[src/rtl/axi_lite_control_pkg.sv]
// axi_lite_control_pkg: register offsets, version ID and AXI constants for the control block
package axi_lite_control_pkg;
    localparam int CTRL     = 'h00;
    localparam int STATUS   = 'h04;
    localparam int CYCLES   = 'h08;
    localparam int ACC_MODE = 'h0C;
    localparam int VERSION  = 'h10;
    localparam int MULT     = 'h14;
    localparam int SHIFT    = 'h18;
    localparam int ZP       = 'h1C;
    localparam int BIAS     = 'h20;
    localparam logic [31:0] VERSION_ID_DEFAULT = 32'h2026_0116;
    localparam logic [1:0]  RESP_OKAY = 2'b00;

    function automatic logic [31:0] strb_merge(input logic [31:0] old, input logic [31:0] data,
                                               input logic [3:0] strb);
        logic [31:0] r;
        for (int i = 0; i < 4; i++) r[8*i +: 8] = strb[i] ? data[8*i +: 8] : old[8*i +: 8];
        return r;
    endfunction
endpackage

[src/rtl/axi_lite_control.sv]
// axi_lite_control: AXI4-Lite register file driving accelerator start, soft reset and PPU config
module axi_lite_control
    import axi_lite_control_pkg::*;
#(
    parameter int          ADDR_W     = 6,
    parameter logic [31:0] VERSION_ID = VERSION_ID_DEFAULT
) (
    input  logic              clk,
    input  logic              rst,
    input  logic [ADDR_W-1:0] s_axi_awaddr,
    input  logic              s_axi_awvalid,
    output logic              s_axi_awready,
    input  logic [31:0]       s_axi_wdata,
    input  logic [3:0]        s_axi_wstrb,
    input  logic              s_axi_wvalid,
    output logic              s_axi_wready,
    output logic [1:0]        s_axi_bresp,
    output logic              s_axi_bvalid,
    input  logic              s_axi_bready,
    input  logic [ADDR_W-1:0] s_axi_araddr,
    input  logic              s_axi_arvalid,
    output logic              s_axi_arready,
    output logic [31:0]       s_axi_rdata,
    output logic [1:0]        s_axi_rresp,
    output logic              s_axi_rvalid,
    input  logic              s_axi_rready,
    output logic              o_ap_start,
    output logic              o_soft_rst_n,
    output logic [31:0]       o_cfg_compute_cycles,
    output logic              o_cfg_acc_mode,
    input  logic              i_ap_done,
    input  logic              i_ap_idle,
    output logic [15:0]       o_ppu_mult,
    output logic [4:0]        o_ppu_shift,
    output logic [7:0]        o_ppu_zp,
    output logic [31:0]       o_ppu_bias
);
    logic        ap_done;
    logic        wr_en, rd_en;
    logic        ctrl_wr, status_wr;
    logic [31:0] wm;
    int          wa;

    function automatic logic [31:0] reg_read(input logic [ADDR_W-1:0] a);
        int o = int'(a) & ~3;
        return o == CTRL     ? {30'b0, o_soft_rst_n, 1'b0} :
               o == STATUS   ? {30'b0, i_ap_idle, ap_done} :
               o == CYCLES   ? o_cfg_compute_cycles :
               o == ACC_MODE ? {31'b0, o_cfg_acc_mode} :
               o == VERSION  ? VERSION_ID :
               o == MULT     ? {16'b0, o_ppu_mult} :
               o == SHIFT    ? {27'b0, o_ppu_shift} :
               o == ZP       ? {24'b0, o_ppu_zp} :
               o == BIAS     ? o_ppu_bias : 32'b0;
    endfunction

    assign wa        = int'(s_axi_awaddr) & ~3;
    assign wr_en     = s_axi_awready && s_axi_awvalid && s_axi_wvalid;
    assign rd_en     = s_axi_arready && s_axi_arvalid;
    assign ctrl_wr   = wr_en && wa == CTRL && s_axi_wstrb[0];
    assign status_wr = wr_en && wa == STATUS && s_axi_wstrb[0];
    assign wm        = strb_merge(reg_read(s_axi_awaddr), s_axi_wdata, s_axi_wstrb);
    assign s_axi_bresp = RESP_OKAY;
    assign s_axi_rresp = RESP_OKAY;

    always_ff @(posedge clk) begin
        if (rst) begin
            s_axi_awready        <= 1'b0;
            s_axi_wready         <= 1'b0;
            s_axi_bvalid         <= 1'b0;
            s_axi_arready        <= 1'b0;
            s_axi_rvalid         <= 1'b0;
            s_axi_rdata          <= '0;
            o_ap_start           <= 1'b0;
            o_soft_rst_n         <= 1'b1;
            ap_done              <= 1'b0;
            o_cfg_compute_cycles <= '0;
            o_cfg_acc_mode       <= 1'b0;
            o_ppu_mult           <= '0;
            o_ppu_shift          <= '0;
            o_ppu_zp             <= '0;
            o_ppu_bias           <= '0;
        end else begin
            s_axi_awready <= s_axi_awvalid && s_axi_wvalid && !s_axi_bvalid && !s_axi_awready;
            s_axi_wready  <= s_axi_awvalid && s_axi_wvalid && !s_axi_bvalid && !s_axi_awready;
            s_axi_bvalid  <= wr_en || (s_axi_bvalid && !s_axi_bready);
            s_axi_arready <= s_axi_arvalid && !s_axi_rvalid && !s_axi_arready;
            s_axi_rvalid  <= rd_en || (s_axi_rvalid && !s_axi_rready);
            s_axi_rdata   <= rd_en ? reg_read(s_axi_araddr) : s_axi_rdata;
            o_ap_start    <= ctrl_wr && s_axi_wdata[0];
            o_soft_rst_n  <= ctrl_wr ? s_axi_wdata[1] : o_soft_rst_n;
            // a done pulse on the clearing edge must not be lost
            ap_done       <= i_ap_done || (ap_done && !(status_wr && s_axi_wdata[0]));
            if (wr_en) begin
                o_cfg_compute_cycles <= wa == CYCLES   ? wm        : o_cfg_compute_cycles;
                o_cfg_acc_mode       <= wa == ACC_MODE ? wm[0]     : o_cfg_acc_mode;
                o_ppu_mult           <= wa == MULT     ? wm[15:0]  : o_ppu_mult;
                o_ppu_shift          <= wa == SHIFT    ? wm[4:0]   : o_ppu_shift;
                o_ppu_zp             <= wa == ZP       ? wm[7:0]   : o_ppu_zp;
                o_ppu_bias           <= wa == BIAS     ? wm        : o_ppu_bias;
            end
        end
    end
endmodule

[config.mk]
export PLATFORM = sky130hd
export DESIGN_NAME = axi_lite_control
export DESIGN_NICKNAME = d
export VERILOG_FILES = /design/src/rtl/axi_lite_control_pkg.sv /design/src/rtl/axi_lite_control.sv
export SDC_FILE = /design/constraint.sdc
export NUM_CORES = 1
export LEC_CHECK = 0
export BUFFER_PORTS_ARGS = -buffer_cell sky130_fd_sc_hd__buf_4
export CORE_MARGIN = 5
export CORE_UTILIZATION = 55
export DETAILED_ROUTE_END_ITERATION = 10
export HOLD_SLACK_MARGIN = 0.02
export PLACE_DENSITY = 0.84
export SLEW_MARGIN = 15
export SYNTH_ARGS = -nofsm -noshare
export SYNTH_HDL_FRONTEND = slang
export SYNTH_SLANG_ARGS = --single-unit
[constraint.sdc]
create_clock -name clk -period 3.7 [get_ports clk]
set_input_delay 0.185 -clock clk [delete_from_list [all_inputs] [get_ports clk]]
set_output_delay 0.185 -clock clk [all_outputs]
set_load 0.02 [all_outputs]
# --- After elaboration in Yosys (flattened, before gate mapping) ---
# Cells that the tools add are included.
word_totals:
  input_bits: 57
  out_inout_bits: 137
  wordCells: 86
  reg_bits: 133
classes:
  reduce_logical: 35
  n_mux: 21
  n_eq_ne: 16
op_table:
  columns: ["operator", "n"]
  rows:
  - ["$mux 32", 17]
  - ["$logic_not 32->1", 2]
  - ["$eq 4x4->1 const B", 10]
  - ["$mux 8", 4]
  - ["$logic_and 1x1->1", 17]
  - ["$eq 4x3->1 const B", 4]
  - ["$reduce_and 2->1", 6]
  - ["$eq 4x2->1 const B", 2]
  - ["$logic_not 1->1", 7]
  - ["$logic_or 1x1->1", 3]

# --- Depth between registers and ports, before layout ---
# Gate-level depths: netlist (run 1).
logic_depth:
  depth_word: 10
  ltp_mapped: 8

# --- Worst setup path after synthesis (run 1) ---
# Ideal clock, no wire load.
synth_path:
  path_type: "register to register"
  start: "reg, netlist name s_axi_wready"
  end: "reg o_ppu_bias[3]"
  setup_slack_ns: 1.932
  t_arrival_ns: 1.698
  required_ns: 3.630
  period_less_slack_ns: 1.768
  stages_incl_launch_ff: 9
  cell_sequence: "dfxtp_1 -> and3_1 -> clkbuf_1 -> nand2_1 -> nor3_1 -> buf_2 -> buf_4 -> nand3_1 -> a21oi_1"
synth_lines:
  columns: ["element", "line", "text"]
  rows:
  - ["to (signal assigned)", "axi_lite_control.sv:100", "o_ppu_bias <= wa == BIAS ? wm : o_ppu_bias;"]
  - ["to (decl)", "axi_lite_control.sv:36", "output logic [31:0] o_ppu_bias"]

# --- Worst setup path in the final report (run 1) ---
layout_path:
  start: "in s_axi_araddr[5]"
  end: "reg s_axi_rdata[15]"
layout_via:
  elab_chain_len: 10
  elab_cells_between_ends: 18
  cone_classes: "8 x eq/ne; 9 x mux; 1 x reduce/logical"
layout_lines:
  columns: ["element", "line", "text"]
  rows:
  - ["from (decl)", "axi_lite_control.sv:20", "input logic [ADDR_W-1:0] s_axi_araddr,"]
  - ["$eq 4x4->1", "axi_lite_control.sv:54", "o == BIAS ? o_ppu_bias : 32'b0;"]
  - ["$mux 32", "axi_lite_control.sv:54", null]
  - ["$mux 32", "axi_lite_control.sv:53", "o == ZP ? {24'b0, o_ppu_zp} :"]
  - ["$mux 32", "axi_lite_control.sv:52", "o == SHIFT ? {27'b0, o_ppu_shift} :"]
  - ["$mux 32", "axi_lite_control.sv:51", "o == MULT ? {16'b0, o_ppu_mult} :"]
  - ["$mux 32", "axi_lite_control.sv:50", "o == VERSION ? VERSION_ID :"]
  - ["$mux 32", "axi_lite_control.sv:49", "o == ACC_MODE ? {31'b0, o_cfg_acc_mode} :"]
  - ["$mux 32", "axi_lite_control.sv:48", "o == CYCLES ? o_cfg_compute_cycles :"]
  - ["$mux 32", "axi_lite_control.sv:47", "o == STATUS ? {30'b0, i_ap_idle, ap_done} :"]
  - ["$mux 32 *", "axi_lite_control.sv:46", "return o == CTRL ? {30'b0, o_soft_rst_n, 1'b0} :"]
  - ["to (signal assigned)", "axi_lite_control.sv:89", "s_axi_rdata <= rd_en ? reg_read(s_axi_araddr) : s_axi_rdata;"]
  - ["to (decl)", "axi_lite_control.sv:23", "output logic [31:0] s_axi_rdata,"]
# Every way passes the cells marked *; elsewhere a longest branch is shown, timed or not.
# A chain may end at the register's enable or synchronous reset.

==> impl_metrics.prom, run 1 <==
# TYPE chip_impl_metric gauge
chip_impl_metric{name="net-switching-power",unit="W"} 0.000847
chip_impl_info{name="synth_top_flop_cell",value="dfxtp_1"} 1
chip_impl_metric{name="diode_insertion_count_for_antenna_repair",unit=""} 0
chip_impl_metric{name="cts.htree.levels",unit=""} 4
chip_impl_info{name="worst_path_dominant_cell_family",value="simple AND/OR/NAND/NOR gates"} 1
chip_impl_metric{name="post_route_cells_drive_above_1_share",unit="%"} 23.8
chip_impl_info{name="slowest_stage",value="or4_1"} 1
chip_impl_metric{name="max_slew_margin",unit="%"} 33.4
chip_impl_metric{name="buffer_ports.inserted",unit=""} 185
chip_impl_metric{name="routedWlPerCell",unit="µm"} 20.9
chip_impl_metric{name="largest_net_degree_at_the_start_of_global_routing",unit=""} 65
chip_impl_metric{name="pwr-share-clk",unit="%"} 48.3
chip_impl_metric{name="hold_violations",unit=""} 0
chip_impl_metric{name="total_power",unit="W"} 0.00351
chip_impl_metric{name="hold-worst-slack",unit="ps"} 26.1
chip_impl_info{name="netlist.top_cell.by_area",value="dfxtp_1"} 1
chip_impl_metric{name="synth-seq-area-share",unit="%"} 39.1
chip_impl_metric{name="detailroute.via_count",unit=""} 7618
chip_impl_metric{name="power_frac_comb",unit="%"} 10.3
chip_impl_info{name="cts_tree",value="built"} 1
chip_impl_metric{name="grt-ovfl-total",unit=""} 0
chip_impl_metric{name="detail_route.first_pass.iterations",unit=""} 6
chip_impl_metric{name="drv_cap",unit=""} 0
chip_impl_metric{name="dp_hpwl",unit="µm"} 16500
chip_impl_info{name="timing.critical_path.to_type",value="register"} 1
chip_impl_metric{name="design.die.area",unit="µm²"} 14700
chip_impl_info{name="critical_path.cell_chain",value="buf_4, and2b_1, and2_1, a32oi_1, or4_1, a21oi_1"} 1
chip_impl_metric{name="post-synth-top-area-fraction",unit="%"} 39.1
chip_impl_metric{name="avgViaCountPerCell",unit=""} 6.46
chip_impl_metric{name="grt_first_pass_wirelength",unit="µm"} 38500
chip_impl_metric{name="crit_buf_inv",unit=""} 1
chip_impl_info{name="critPathLaunchType",value="input pin"} 1
chip_impl_metric{name="ir_drop",unit="mV"} 0.324
chip_impl_metric{name="worst_pin_slew",unit="ps"} 992
chip_impl_info{name="min_to",value="s_axi_wready$_SDFF_PP0_"} 1
chip_impl_info{name="timing.hold.worst.class",value="in2reg"} 1
chip_impl_metric{name="grt_pass1_vias",unit=""} 7127
chip_impl_metric{name="p_per_area",unit="nW/µm²"} 400
chip_impl_metric{name="synthArstFlopShare",unit="%"} 0
chip_impl_metric{name="power.static_leakage",unit="nW"} 3.35
chip_impl_metric{name="antenna_violating_nets_remaining",unit=""} 0
chip_impl_info{name="status",value="finished, final reports clean"} 1
chip_impl_metric{name="finClkSkew",unit="ps"} 9.34
chip_impl_metric{name="p_seq_share",unit="%"} 41.4
chip_impl_metric{name="whs_path_depth",unit=""} 3
chip_impl_metric{name="timing.critical_path.required",unit="ps"} 4050
chip_impl_metric{name="syn_area_per_cell",unit="µm²"} 7.92
chip_impl_metric{name="placeableCoreArea",unit="µm²"} 12100
chip_impl_metric{name="internal_power",unit="W"} 0.00266
chip_impl_metric{name="globalRouteTotalUtil",unit="%"} 33.1
chip_impl_metric{name="rows",unit=""} 40
chip_impl_metric{name="clkTransAtPathRegs",unit="ps"} 50
chip_impl_metric{name="clock_sink_count",unit=""} 133
chip_impl_metric{name="drc_errors",unit=""} 0
chip_impl_info{name="hp-start",value="s_axi_awvalid"} 1
chip_impl_metric{name="timing.critical_path.slowest_cell_delay",unit="ps"} 590
chip_impl_metric{name="r2r_cells",unit=""} 6
chip_impl_metric{name="power_switching_share",unit="%"} 24.1
chip_impl_metric{name="number_of_antenna_violations_at_the_first_check_in_global_routing",unit=""} 0
chip_impl_metric{name="final_min_period_over_clock_period",unit="%"} 55.1
chip_impl_metric{name="dr.first_iter.drc_count",unit=""} 1034
chip_impl_metric{name="gp_congestion",unit=""} 0.945
chip_impl_metric{name="initial_utilization",unit="%"} 56.4
chip_impl_metric{name="ys.warnings.count",unit=""} 0
chip_impl_metric{name="tritoncts_buffer_count",unit=""} 17
chip_impl_metric{name="reg2reg_slack",unit="ps"} 1690
chip_impl_info{name="grt_setup_unrepaired",value="false"} 1
chip_impl_metric{name="filler_cell_count",unit=""} 963
chip_impl_metric{name="setup_viol",unit=""} 0
chip_impl_metric{name="postCtsSetupRepairBufs",unit=""} 0
chip_impl_metric{name="crit_fanout",unit=""} 16
chip_impl_metric{name="final_nets",unit=""} 1060
chip_impl_info{name="r2r-start",value="s_axi_wready$_SDFF_PP0_"} 1
chip_impl_info{name="worst-setup-path-type",value="in2reg"} 1
chip_impl_metric{name="postSynthCellCount",unit=""} 859
chip_impl_metric{name="netlist-cell-type-count",unit=""} 66
chip_impl_metric{name="ys_seq_elements",unit=""} 133
chip_impl_info{name="cells_taking_the_most_area_after_synthesis",value="dfxtp_1 39%, a211oi_1 7.5%, nor2_1 6.1%, a21oi_1 5.7%, nand2_1 4.1%"} 1
chip_impl_info{name="worstReg2RegEnd",value="o_cfg_compute_cycles[7]$_SDFFE_PP0P_"} 1
chip_impl_metric{name="top_level_ports",unit=""} 194
chip_impl_metric{name="clk_latency",unit="ps"} 430
chip_impl_metric{name="layout_area_growth_over_synthesis",unit="%"} 28.9
chip_impl_metric{name="synth-edff-count",unit=""} 0
chip_impl_info{name="cts.root.buffer_cell",value="clkbuf_16"} 1
chip_impl_metric{name="max_clock_freq",unit="MHz"} 491
chip_impl_metric{name="setup_total_negative_slack",unit="ps"} 0
chip_impl_metric{name="timing.final.max_slew_violations",unit=""} 0
chip_impl_metric{name="sum_of_routed_wire_length_over_all_layers",unit="µm"} 24700
chip_impl_metric{name="crit_arrival",unit="ps"} 2390
chip_impl_metric{name="cts_max_path_buffers",unit=""} 2
chip_impl_metric{name="syn_area",unit="µm²"} 6810
chip_impl_metric{name="layout_min_cycle_time",unit="ps"} 2040
chip_impl_metric{name="die_x",unit="µm"} 121
chip_impl_metric{name="die_y",unit="µm"} 121
==> how the worst max path moves through the flow <==
stage	start	to	slack (ps)	depth (start not counted)
finish	s_axi_araddr[5]	s_axi_rdata[15]$_SDFFE_PP0P_	1660	6
global route	s_axi_wready$_SDFF_PP0_	o_ppu_bias[23]$_SDFFE_PP0P_	1540	6
CTS	s_axi_wready$_SDFF_PP0_	o_cfg_compute_cycles[3]$_SDFFE_PP0P_	1740	6
detailed placement	s_axi_araddr[5]	s_axi_rdata[15]$_SDFFE_PP0P_	1340	6
global placement	s_axi_araddr[5]	s_axi_rdata[15]$_SDFFE_PP0P_	1380	6
floorplan	s_axi_wready$_SDFF_PP0_	o_ppu_bias[3]$_SDFFE_PP0P_	1930	8
==> power groups by stage <==
stage / combinational [W] / sequential (W) / clock, W
global route: 0.000385 / 0.00145 / 0.00177
global placement: 0.000343 / 0.00148 / 0
detailed placement: 0.000346 / 0.00148 / 0
finish: 0.000362 / 0.00145 / 0.00169
floorplan: 0.000212 / 0.00150 / 0
CTS: 0.000352 / 0.00145 / 0.00169
==> flip-flops by register name (all words and copies together) (netlist names) <==
signal / count
s_axi_bvalid: 1
s_axi_rdata: 32
s_axi_rvalid: 1
s_axi_arready: 1
o_cfg_compute_cycles: 32
o_ppu_bias: 32
o_ppu_shift: 5
ap_done: 1
o_ap_start: 1
o_ppu_mult: 16
o_soft_rst_n: 1
o_cfg_acc_mode: 1
s_axi_wready: 1
o_ppu_zp: 8
==> tightest hold or removal path, delay by kind of cell <==
| kind | cells | cell delay, ps |
|---|---|---|
| and+or+nand+nor | 2 | 100 |
| buffers and inverters | 1 | 110 |
==> cells by family (layout without fill, tap and decap cells) <==
family          count (synthesis)  in the layout  share of synthesized area [%]
simple gates                  306            306                           22.0
mux                             8              8                           1.20
buf+inv                        96            246                           6.42
other cells                     1              4                         0.0551
compound gates                315            315                           31.2
flops                         133            133                           39.1
==> per-stage QoR <==
stage	setup slack [ps]	std cells	util, %	cell area [µm²]
6_report	1660	1180	72.7	8770
5_1_grt	1540	1180	72.7	8770
4_1_cts	1740	1180	72.7	8770
3_5_place_dp	1340	1149	67.7	8160
3_3_place_gp	1380	1149	67.7	8160
2_1_floorplan	1930	862	-	6820
==> synth_stat cells (6+ instances only) <==
| cell type | count |
|---|---|
| a211oi_1 | 68 |
| a21oi_1 | 77 |
| a221oi_1 | 24 |
| a22o_1 | 13 |
| a22oi_1 | 25 |
| a311oi_1 | 10 |
| buf_2 | 34 |
| buf_4 | 9 |
| clkbuf_1 | 36 |
| dfxtp_1 | 133 |
| inv_1 | 12 |
| mux2i_1 | 7 |
| nand2_1 | 74 |
| nand2b_1 | 18 |
| nand3_1 | 22 |
| nand3b_1 | 10 |
| nor2_1 | 110 |
| nor2b_1 | 14 |
| nor3_1 | 19 |
| o21ai_0 | 40 |
| o21ai_1 | 9 |
| o22ai_1 | 7 |
| o31ai_1 | 6 |
==> cell usage in the layout (no fill, tap or decap), types with 4 or more instances in the layout <==
cell / netlist / final
buf_4: 9 / 201
dfxtp_1: 133 / 133
nor2_1: 110 / 110
a21oi_1: 77 / 77
nand2_1: 74 / 74
a211oi_1: 68 / 68
o21ai_0: 40 / 40
a22oi_1: 25 / 25
a221oi_1: 24 / 24
nand3_1: 22 / 22
nand2b_1: 18 / 18
nor3_1: 19 / 17
clkbuf_16: 0 / 17
nor2b_1: 14 / 14
a22o_1: 13 / 13
inv_1: 12 / 12
nand3b_1: 10 / 10
a311oi_1: 10 / 10
o21ai_1: 9 / 9
mux2i_1: 7 / 7
o22ai_1: 7 / 7
o31ai_1: 6 / 6
o211ai_1: 5 / 5
and2_1: 5 / 5
o21bai_1: 4 / 4
a31oi_1: 4 / 4
or3_1: 4 / 4
nor3_2: 2 / 4
o32ai_1: 4 / 4
conb_1: 1 / 4
==> timing repair <==
action                                  4_1_cts  5_1_grt
endpoints found under the setup margin        0        0
hold buffers                                  3        0
hold endpoints to repair                      3        0
resized for setup                             0        0
==> final cells by class <==
class | instances | area (µm²) | share of cell area (%)
Tap cell | 168 | 210 | 2.40
Sequential cell | 133 | 2660 | 30.4
Clock inverter | 5 | 100 | 1.14
Multi-Input combinational cell | 633 | 3730 | 42.5
Timing Repair Buffer | 204 | 1540 | 17.5
Clock buffer | 23 | 478 | 5.45
Inverter | 14 | 52.6 | 0.599
==> per-layer routing <==
metal,track usage (%),wire [µm]
met4,15.6,1100
met2,51.3,11100
met5,0,0
met3,10.6,3210
met1,41.9,9330
Note: power is estimated with default switching activity, not from simulation.
==> run 2, diff against run 1 <==
--- a/config.mk
+++ b/config.mk
@@ -7,10 +7,10 @@
 export LEC_CHECK = 0
 export BUFFER_PORTS_ARGS = -buffer_cell sky130_fd_sc_hd__buf_4
 export CORE_MARGIN = 5
-export CORE_UTILIZATION = 55
+export CORE_UTILIZATION = 53
 export DETAILED_ROUTE_END_ITERATION = 10
 export HOLD_SLACK_MARGIN = 0.02
-export PLACE_DENSITY = 0.84
+export PLACE_DENSITY = 0.81
 export SLEW_MARGIN = 15
 export SYNTH_ARGS = -nofsm -noshare
 export SYNTH_HDL_FRONTEND = slang
==> constraint.sdc (replaced) <==
create_clock -name clk -period 2 [get_ports clk]
set_input_delay 0.1 -clock clk [delete_from_list [all_inputs] [get_ports clk]]
set_output_delay 0.1 -clock clk [all_outputs]
set_load 0.02 [all_outputs]
==> impl_metrics.prom, run 2 (same netlist as run 1, synthesis figures left out) <==
# TYPE chip_impl_metric gauge
chip_impl_metric{name="antenna_violating_nets_remaining",unit=""} 0
chip_impl_metric{name="setup_total_negative_slack",unit="ps"} 0
chip_impl_metric{name="hold_violations",unit=""} 0
chip_impl_metric{name="reg2reg_slack",unit="ps"} 110
chip_impl_metric{name="timing.critical_path.required",unit="ps"} 2310
chip_impl_info{name="top_layer_used",value="met4"} 1
chip_impl_info{name="critPathLaunchType",value="register"} 1
chip_impl_metric{name="buffer_ports.inserted",unit=""} 185
chip_impl_metric{name="max_clock_freq",unit="MHz"} 528
chip_impl_metric{name="globalRouteTotalUtil",unit="%"} 33.5
chip_impl_metric{name="finClkSkew",unit="ps"} 7.49
chip_impl_metric{name="crit_fanout",unit=""} 48
chip_impl_metric{name="whs_path_depth",unit=""} 3
chip_impl_metric{name="initial_utilization",unit="%"} 53.9
chip_impl_metric{name="layout_area_growth_over_synthesis",unit="%"} 35.1
chip_impl_metric{name="ir_drop",unit="mV"} 0.556
chip_impl_metric{name="gp_congestion",unit=""} 1.02
chip_impl_info{name="critical_path.cell_chain",value="and3_2, nand2_1, nor3_2, buf_12, nor2_1, a311oi_1"} 1
chip_impl_info{name="min_to",value="o_cfg_compute_cycles[16]$_SDFFE_PP0P_"} 1
chip_impl_metric{name="detail_route.first_pass.iterations",unit=""} 8
chip_impl_metric{name="die_x",unit="µm"} 123
chip_impl_metric{name="placeableCoreArea",unit="µm²"} 12600
chip_impl_metric{name="cts.htree.levels",unit=""} 4
chip_impl_info{name="mostFrequentLayoutCell",value="buf_4"} 1
chip_impl_info{name="timing.critical_path.to_type",value="register"} 1
chip_impl_metric{name="met1_routed_wirelength_after_detailed_routing",unit="µm"} 9940
chip_impl_metric{name="timing.final.max_slew_violations",unit=""} 0
chip_impl_info{name="slowest_stage",value="dfxtp_1"} 1
chip_impl_metric{name="timing.critical_path.slowest_cell_delay",unit="ps"} 400
chip_impl_metric{name="number_of_antenna_violations_at_the_first_check_in_global_routing",unit=""} 0
chip_impl_info{name="worst-setup-path-type",value="reg2reg"} 1
chip_impl_info{name="status",value="finished, final reports clean"} 1
chip_impl_info{name="worst_path_dominant_cell_family",value="simple AND/OR/NAND/NOR gates"} 1
chip_impl_metric{name="clock_sink_count",unit=""} 133
chip_impl_info{name="cts.root.buffer_cell",value="clkbuf_16"} 1
chip_impl_info{name="worstReg2RegEnd",value="o_ppu_bias[8]$_SDFFE_PP0P_"} 1
chip_impl_metric{name="drc_errors",unit=""} 0
chip_impl_metric{name="routedWlPerCell",unit="µm"} 21.1
chip_impl_metric{name="dp_hpwl",unit="µm"} 17800
chip_impl_metric{name="fin_util",unit="%"} 72.8
chip_impl_metric{name="layout_min_cycle_time",unit="ps"} 1890
chip_impl_metric{name="setup_viol",unit=""} 0
chip_impl_metric{name="grt_first_pass_wirelength",unit="µm"} 39000
chip_impl_metric{name="top_level_ports",unit=""} 194
chip_impl_metric{name="cts_max_path_buffers",unit=""} 2
chip_impl_info{name="timing.hold.worst.class",value="in2reg"} 1
chip_impl_metric{name="die_y",unit="µm"} 123
chip_impl_metric{name="largest_net_degree_at_the_start_of_global_routing",unit=""} 56
chip_impl_metric{name="clk_latency",unit="ps"} 430
chip_impl_metric{name="route.met3.wl",unit="µm"} 3200
chip_impl_metric{name="tritoncts_buffer_count",unit=""} 17
chip_impl_info{name="r2r-start",value="s_axi_wready$_SDFF_PP0_"} 1
chip_impl_metric{name="grt_pass1_vias",unit=""} 7236
chip_impl_info{name="commonest_non_fill_non_tap_cells_in_the_layout",value="229 x buf_4, 133 x dfxtp_1, 110 x nor2_1"} 1
chip_impl_metric{name="r2r_cells",unit=""} 6
chip_impl_metric{name="grt-ovfl-total",unit=""} 0
chip_impl_metric{name="rows",unit=""} 41
chip_impl_metric{name="drv_cap",unit=""} 0
chip_impl_metric{name="final_nets",unit=""} 1098
chip_impl_metric{name="avgViaCountPerCell",unit=""} 6.34
chip_impl_metric{name="route.met2.wl",unit="µm"} 11500
chip_impl_info{name="hp-start",value="s_axi_wdata[16]"} 1
chip_impl_metric{name="sum_of_routed_wire_length_over_all_layers",unit="µm"} 25800
chip_impl_metric{name="detailroute.via_count",unit=""} 7775
chip_impl_metric{name="clkTransAtPathRegs",unit="ps"} 60
chip_impl_metric{name="dr.first_iter.drc_count",unit=""} 1035
chip_impl_metric{name="power.static_leakage",unit="nW"} 3.57
chip_impl_info{name="top_flop_regs",value="o_cfg_compute_cycles (32), o_ppu_bias (32), s_axi_rdata (32)"} 1
chip_impl_metric{name="worst_pin_slew",unit="ps"} 1020
chip_impl_metric{name="p_per_area",unit="nW/µm²"} 741
chip_impl_metric{name="crit_arrival",unit="ps"} 2210
chip_impl_info{name="cts_tree",value="built"} 1
chip_impl_metric{name="post_route_cells_drive_above_1_share",unit="%"} 26.7
chip_impl_metric{name="diode_insertion_count_for_antenna_repair",unit=""} 0
chip_impl_metric{name="filler_cell_count",unit=""} 1002
chip_impl_metric{name="final_min_period_over_clock_period",unit="%"} 94.7
chip_impl_metric{name="design.die.area",unit="µm²"} 15200
chip_impl_metric{name="crit_buf_inv",unit=""} 1
chip_impl_info{name="grt_setup_unrepaired",value="false"} 1
chip_impl_metric{name="max_slew_margin",unit="%"} 31.5
-- run 2: changes by cell type in the layout (fill, tap and decap cells not counted), moves of 2 or more --
cell           previous run  this run
buf_12                    0         4
buf_4                   201       229
clkbuf_1                  3         0
clkinv_4                  0         3
clkinvlp_4                0         2
dlygate4sd3_1             3         9
-- run 2: worst max-delay path by stage --
| stage | slack, ps | end | cells past startpoint | from |
|---|---|---|---|---|
| finish | 110 | o_ppu_bias[8]$_SDFFE_PP0P_ | 6 | s_axi_wready$_SDFF_PP0_ |
| global route | 100 | o_ppu_bias[8]$_SDFFE_PP0P_ | 6 | s_axi_wready$_SDFF_PP0_ |
| CTS | 100 | o_ppu_bias[8]$_SDFFE_PP0P_ | 6 | s_axi_wready$_SDFF_PP0_ |
| detailed placement | 130 | o_ppu_bias[23]$_SDFFE_PP0P_ | 7 | s_axi_awaddr[3] |
| global placement | 200 | o_ppu_bias[8]$_SDFFE_PP0P_ | 7 | s_axi_awaddr[2] |
| floorplan | 230 | o_ppu_bias[3]$_SDFFE_PP0P_ | 8 | s_axi_wready$_SDFF_PP0_ |
-- run 2: area by class of cell --
class	count	area, µm²	area share [%]
multi-input combinational	633	3730	40.6
sequential	133	2660	29.0
timing repair buffer	242	1890	20.6
clock buffer	20	467	5.08
tap	172	215	2.34
clock inverter	12	176	1.92
inverter	14	52.6	0.572
-- run 2: stage by stage --
stage                     cell area [µm²]  power [W]  cells  setup WS (ps)  hold slack (ps)
after floorplan                      6820    0.00316    862            232              217
after global placement               8460    0.00343   1185            196              312
after detailed placement             8460    0.00343   1185            130              317
after CTS                            9190    0.00681   1226           95.9             34.1
after global routing                 9190    0.00700   1226            102             43.6
final                                9190    0.00681   1226            106             48.0
-- run 2: what timing repair did --
item	CTS	global route
hold endpoints to repair	15	0
setup endpoints to repair	0	2
hold buffers	9	0
resized for setup	0	1
buffers inserted	0	0
-- run 2: power by group --
| group | switching [W] | internal [W] |
|---|---|---|
| Sequential | 0.0000164 | 0.00267 |
| Clock | 0.00122 | 0.00218 |
| Combinational | 0.000458 | 0.000268 |
| Total | 0.00169 | 0.00512 |
-- run 2: worst register-to-register path: stages (launching register included) --
cell and delay [ps]:
dfxtp_1 400, and3_2 350, nand2_1 100, nor3_2 250, buf_12 260, nor2_1 130
a311oi_1 310
-- run 2: per-layer routing --
metal | global-route usage, % | vias to the layer above
li1 | - | 3540
met1 | 42.9 | 3580
met2 | 51.4 | 544
met3 | 10.6 | 111
met4 | 15.6 | 0
met5 | 0 | -
